`config.mk`:
```
export PLATFORM = sky130hd
export DESIGN_NAME = i2s_receiver
export DESIGN_NICKNAME = d
export VERILOG_FILES = /design/src/rtl/i2s_receiver.sv
export SDC_FILE = /design/constraint.sdc
export NUM_CORES = 1
export LEC_CHECK = 0
export BUFFER_PORTS_ARGS = -buffer_cell sky130_fd_sc_hd__buf_2
export CAP_MARGIN = 20
export CORE_ASPECT_RATIO = 2
export CORE_MARGIN = 2
export CORE_UTILIZATION = 28
export DETAILED_ROUTE_END_ITERATION = 12
export HOLD_SLACK_MARGIN = 0.02
export SLEW_MARGIN = 15
export SYNTH_ARGS = -nofsm -noshare
export SYNTH_HDL_FRONTEND = slang
export SYNTH_SLANG_ARGS = --single-unit
```
`constraint.sdc`:
```
create_clock -name clk -period 3.3 [get_ports clk]
set_input_delay 0.99 -clock clk [delete_from_list [all_inputs] [get_ports clk]]
set_output_delay 0.99 -clock clk [all_outputs]
set_load 0.01 [all_outputs]
```
`src/rtl/i2s_receiver.sv`:
```
// I2S receiver: synchronizes SCLK/WS/SD into the clk domain, deserializes MSB-first
// left/right words and presents each completed stereo frame as a one-cycle pulse.
module i2s_receiver #(
  parameter int DWIDTH = 8
) (
  input  logic                  clk,
  input  logic                  rst_n,
  input  logic                  SCLK,
  input  logic                  WS,
  input  logic                  SD,
  output logic [2*DWIDTH-1:0]   rx_data,
  output logic                  rx_valid,
  output logic                  rx_err
);

  localparam int             CW       = $clog2(DWIDTH + 2);
  localparam logic [CW-1:0]  CNT_MAX  = CW'(DWIDTH + 1);
  localparam logic [CW-1:0]  CNT_LAST = CW'(DWIDTH - 1);

  typedef enum logic [1:0] {
    ALIGN,
    LEFT,
    RIGHT
  } state_t;

  state_t state;
  state_t state_next;

  logic sclk_s1;
  logic sclk_s2;
  logic sclk_d;
  logic ws_s1;
  logic w;
  logic sd_s1;
  logic sd_s;

  logic              samp;
  logic              word_end;
  logic              wp;
  logic [CW-1:0]     cnt;
  logic [DWIDTH-1:0] left_buf;
  logic [DWIDTH-1:0] right_buf;
  logic [DWIDTH-1:0] word_upd;
  logic              left_ok;

  always_ff @(posedge clk or negedge rst_n) begin
    if (!rst_n) begin
      sclk_s1 <= 1'b0;
      sclk_s2 <= 1'b0;
      sclk_d  <= 1'b0;
      ws_s1   <= 1'b0;
      w       <= 1'b0;
      sd_s1   <= 1'b0;
      sd_s    <= 1'b0;
    end else begin
      sclk_s1 <= SCLK;
      sclk_s2 <= sclk_s1;
      sclk_d  <= sclk_s2;
      ws_s1   <= WS;
      w       <= ws_s1;
      sd_s1   <= SD;
      sd_s    <= sd_s1;
    end
  end

  assign samp     = sclk_s2 & ~sclk_d;
  assign word_end = (w != wp);

  // Word buffer with the current bit merged in; the first bit of a word starts from zero
  // so short words come out zero-filled, and bits past DWIDTH match no position.
  always_comb begin
    word_upd = '0;
    if (cnt != '0) begin
      word_upd = wp ? right_buf : left_buf;
    end
    for (int i = 0; i < DWIDTH; i++) begin
      if (cnt == CW'(DWIDTH - 1 - i)) begin
        word_upd[i] = sd_s;
      end
    end
  end

  always_ff @(posedge clk or negedge rst_n) begin
    if (!rst_n) begin
      state <= ALIGN;
    end else begin
      state <= state_next;
    end
  end

  always_comb begin
    state_next = state;
    if (samp) begin
      case (state)
        ALIGN:   if (wp && !w) state_next = LEFT;
        LEFT:    if (!wp && w) state_next = RIGHT;
        RIGHT:   if (wp && !w) state_next = LEFT;
        default: state_next = ALIGN;
      endcase
    end
  end

  // The bit sampled at an edge belongs to channel wp; the frame closes on the right word's last bit.
  always_ff @(posedge clk or negedge rst_n) begin
    if (!rst_n) begin
      wp        <= 1'b0;
      cnt       <= '0;
      left_buf  <= '0;
      right_buf <= '0;
      left_ok   <= 1'b0;
      rx_data   <= '0;
      rx_valid  <= 1'b0;
      rx_err    <= 1'b0;
    end else begin
      rx_valid <= 1'b0;
      rx_err   <= 1'b0;
      if (samp) begin
        wp <= w;
        if (word_end) begin
          cnt <= '0;
        end else if (cnt != CNT_MAX) begin
          cnt <= cnt + 1'b1;
        end
        if (state == LEFT && !wp) begin
          left_buf <= word_upd;
          if (word_end) begin
            left_ok <= (cnt == CNT_LAST);
          end
        end
        if (state == RIGHT && wp) begin
          right_buf <= word_upd;
          if (word_end) begin
            rx_data  <= {left_buf, word_upd};
            rx_valid <= 1'b1;
            rx_err   <= !(left_ok && (cnt == CNT_LAST));
          end
        end
      end
    end
  end

endmodule

```
After elaboration in Yosys (flattened, before gate mapping)
Index checks and enable logic that the tools add are counted.
- bits in registers: 49
- logic and storage cells: 72
- output and inout port bits: 18
- input bits: 5
- reductions and logical operators: 19
- bitwise operators: 2
- muxes and demuxes: 21
- equal/unequal tests: 13
- add/sub/neg operators: 1
- operators by type and width (cell ; count):
    $eq 4x3->1 const B ; 4
    $mux 8 ; 2
    $mux 1 ; 14
    $reduce_and 3->1 ; 3
    $eq 4x2->1 const B ; 2
    $mux 4 ; 2
    $reduce_and 2->1 ; 3
    $logic_and 1x1->1 ; 5
    $add 4x1->4 const B ; 1
    $eq 4x1->1 const B ; 1
    $logic_not 4->1 ; 1
    $mux 2 ; 2
    $ne 4x4->1 const B ; 1
    $pmux 2 s2 ; 1
    $reduce_bool 4->1 ; 1
    $logic_not 1->1 ; 3
    $eq 2x1->1 const B ; 1
    $eq 2x2->1 const B ; 1
    $logic_not 2->1 ; 1
    $ne 2x1->1 const B ; 1
    $ne 2x2->1 const B ; 1
    $reduce_bool 2->1 ; 1
    $reduce_or 2->1 ; 1
    $and 1x1->1 ; 1
    2 further kinds ; 2

Longest topological paths before layout
- word-level depth: 6
- mapped depth: 6
- depth with buffers taken out: 6

Worst setup path after synthesis
No wires, ideal clock.
- path kind: reg2reg
- from: register cnt[0]
- to: register left_buf[2]
- data required time: 3.175 ns
- setup time: 0.125 ns
- stages on the path, launching flop included: 6
- clock period less this slack: 1.717 ns
- path slack: 1.583 ns
- arrival: 1.592 ns
- buffers on the path: 0
- path through: dfrtp_1 inv_1 ha_1 or3b_4 a22o_1 mux2_4
- word-level cells in the longest chain between the ends: 3
- elaborated cells between the ends (all ways): 4
- classes of those cells: eq/ne (1); mux (2); reduce/logical (1)
- ends and longest elaborated chain (element ; line ; source):
    start: declaration ; 40 ; logic [CW-1:0] cnt;
    start signal: assignment ; 122 ; cnt <= cnt + 1'b1;
    $reduce_bool 4->1 ; 73 ; if (cnt != '0) begin
    $mux 8 ; 73 ;
    $mux 1 * ; 77 ; if (cnt == CW'(DWIDTH - 1 - i)) begin
    end signal: assignment ; 125 ; left_buf <= word_upd;
    end: declaration ; 41 ; logic [DWIDTH-1:0] left_buf;
Mark *: on every way between the ends. The rest lies on a longest branch, timed or not.
A chain may end at the register's enable or synchronous reset.

Final worst setup path
- from: register wp
- to: register rx_data[10]
- word-level cells in the longest chain between the ends: 2
- elaborated cells between the ends (all ways): 3
- classes of those cells: eq/ne (1); reduce/logical (2)
- ends and longest elaborated chain (element ; line ; source):
    start: declaration ; 39 ; logic wp;
    start signal: assignment ; 118 ; wp <= w;
    $ne 1x1->1 or $logic_and 1x1->1 (tied branches) ; 67, 130 ;
    $reduce_and 3->1 (no source line) * ; -- ;
    end signal: assignment ; 133 ; rx_data <= {left_buf, word_upd};
    end: declaration ; 11 ; output logic [2*DWIDTH-1:0] rx_data,
Marks and branches as above.

==> run summary <==
Final Max Slew Viols -> 0
worst-skew pair later-pin latency -> 0.29 ns
clock sinks -> 49
global route overflow -> 0
Distinct cells, synth -> 33
CTS clk-pin slew, worst paths -> 0.06 ns
pin count of the biggest net entering global routing -> 30
TritonCTS clock tree -> done
clk buf depth -> 2
total internal power -> 0.00125 W
leading area contributor after synthesis -> dfrtp_1
crit end category -> flip-flop
GPL Wtd Cong -> 0.811
Power Total -> 0.00182 W
vias per cell -> 4.70
Final ANT Viol Nets -> 0
min-delay worst type -> reg -> reg
DR DRC count -> 0
part of the Yosys area used for sequential elements -> 56.5%
max cap viols -> 0
WL/cell -> 14.2 µm
DRT iter0 DRCs -> 19
antenna violations before repair -> 0
Tot GR Track Use -> 11.2%
most frequent cells after synthesis -> dfrtp_1, mux2_2, a21oi_1, nor2_1, nand2_1
final worst setup slack -> 0.961 ns
Max Fclk -> 428 MHz
Gate Count Post-Synth -> 177
num rows -> 45
Synth Net Count -> 188
via count -> 1402
CP required -> 3.47 ns
status -> completed
post-synthesis async set-or-reset flop share -> 100%
highest layer used for signal routing -> met4
H-tree lvl count -> 2
DR pass1 iterations -> 4
final worst path period share -> 70.9%
Starting Density -> 28.8%
Setup-failing EPs final -> 0
routed length on met2 -> 2520 µm
crit start category -> flip-flop
pwr dens -> 723 nW/µm²
vias in the first global route -> 1536
IO buf count -> 22
Post-CTS Resized -> 0
Clock power frac -> 27.4%
first-pass GRT wire length -> 7180 µm
Crit Path Max Fanout -> 14
Slew HR -> 50.7%
Reg power frac -> 47.5%
share of the synthesized area in the top cell type -> 56.5%
wl on met1 -> 1500 µm
die area -> 8520 µm²
Post-synth EDFFs -> 0
met3 WL -> 66 µm
die width -> 66.3 µm
type of the worst setup path -> reg -> reg
buffer type at the clock tree root -> clkbuf_16
RSZ-0062 raised after global routing -> no
sw frac -> 31.6%
clock skew -> 0.00622 ns
Setup TNS -> 0 ns
Num CTS Buffers -> 5
final hold vios -> 0
antenna fix cells -> 0
Post-CTS Setup Inserts -> 0
slew of the pin with the lowest slew margin -> 0.738 ns
pre-CTS setup slack -> 0.945 ns
combinational power share -> 25.2%
Layout Nets -> 215
share of cells above drive strength 1 -> 31.4%
CP arrival -> 2.51 ns
ys flop type -> dfrtp_1
min cycle time layout -> 2.34 ns
Syn Area/Cell -> 12.3 µm²
P_sw -> 0.000575 W
Ys Warns -> 0
Die Y -> 129 µm
Hold Buf Count CTS -> 0
Pleak -> 1.23 nW
final WL -> 4220 µm
synth top area cells -> dfrtp_1, mux2_2, a21oi_1
count leader, synth -> dfrtp_1
Post-Syn Area -> 2170 µm²
VDD IR-drop max -> 340 µV
area grow syn2layout -> 16.1%
Seq cells post-synth -> 49
HPWL after DPL -> 3210 µm
core area -> 7540 µm²
IO Pins -> 23
[layout by cell type, fill, tap and decap left out, drive strengths merged]
cell | Yosys | routed
dfrtp | 49 | 49
buf | 6 | 27
mux2 | 24 | 24
a21oi | 18 | 18
nor2 | 17 | 17
nand2 | 10 | 10
o21ai | 9 | 9
inv | 7 | 7
clkbuf | 1 | 7
mux2i | 6 | 6
ha | 6 | 6
a22o | 3 | 3
nor3 | 3 | 3
nand2b | 2 | 2
a32oi | 2 | 2
a31oi | 2 | 2
and3 | 2 | 2
nand3b | 1 | 1
a21boi | 1 | 1
nor2b | 1 | 1
nand3 | 1 | 1
a41o | 1 | 1
or3b | 1 | 1
or2 | 1 | 1
a41oi | 1 | 1
or3 | 1 | 1
o311ai | 1 | 1
[power by group through the flow]
stage          Sequential (W)  Clock (W)  Combinational, W
2_1_floorplan        0.000846          0          0.000344
5_1_grt              0.000887   0.000534          0.000519
6_report             0.000865   0.000498          0.000458
3_5_place_dp         0.000877          0          0.000461
3_3_place_gp         0.000873          0          0.000453
4_1_cts              0.000867   0.000513          0.000465
[state kept, by name, summed over array words and instances (netlist names)]
name	cells
right_buf	8
w	1
ws_s1	1
sd_s	1
rx_valid	1
rx_data	16
sclk_d	1
sclk_s1	1
sd_s1	1
state	2
rx_err	1
cnt	4
wp	1
left_buf	8
sclk_s2	1
left_ok	1
[per-layer routing]
layer,vias up,track usage [%]
li1,676,-
met2,17,20.8
met5,-,0
met4,0,6.72
met3,9,1.84
met1,700,11.2
[metrics by stage]
| step | instances | utilization [%] | hold slack (ns) | instance area [µm²] |
|---|---|---|---|---|
| floorplan | 177 | - | 0.331 | 2170 |
| global placement | 291 | 31.5 | 0.334 | 2380 |
| detailed placement | 291 | 31.5 | 0.336 | 2380 |
| CTS | 298 | 33.4 | 0.349 | 2520 |
| global route | 298 | 33.4 | 0.354 | 2520 |
| finish | 298 | 33.4 | 0.348 | 2520 |
[layout make-up]
cell class | count | area [µm²]
multi-input combinational | 114 | 860
clock buffer | 7 | 143
timing repair buffer | 27 | 148
inverter | 7 | 26.3
tap | 94 | 118
sequential | 49 | 1230
fill | 810 | 5020
[critical path: stages, from the launching register on]
cell,delay (ns)
dfrtp_1,0.72
ha_1,0.42
nor3_4,0.67
mux2_2,0.41
[worst paths after layout]
path | from | end | slack (ns) | cells after the start
setup / recovery | wp | rx_data[10] | 0.96 | 3
hold / removal | sd_s1 | sd_s | 0.35 | 0
setup reg to reg | wp | rx_data[10] | 0.96 | 3
hold reg to reg | sd_s1 | sd_s | 0.35 | 0
max in group asynchronous | rst_n | rx_data[8] | 1.96 | 2
min in group asynchronous | rst_n | left_buf[6] | 0.73 | 1
[logic make-up after synthesis]
family	Yosys count	synth area share, %
DFF	49	56.5
and+or+nand+nor	40	9.80
AOI/OAI and AO/OA	38	10.4
muxes	30	15.9
buffers and inverters	14	3.92
adders and majority gates	6	3.46
No activity file was read; power rests on OpenSTA's default activity.
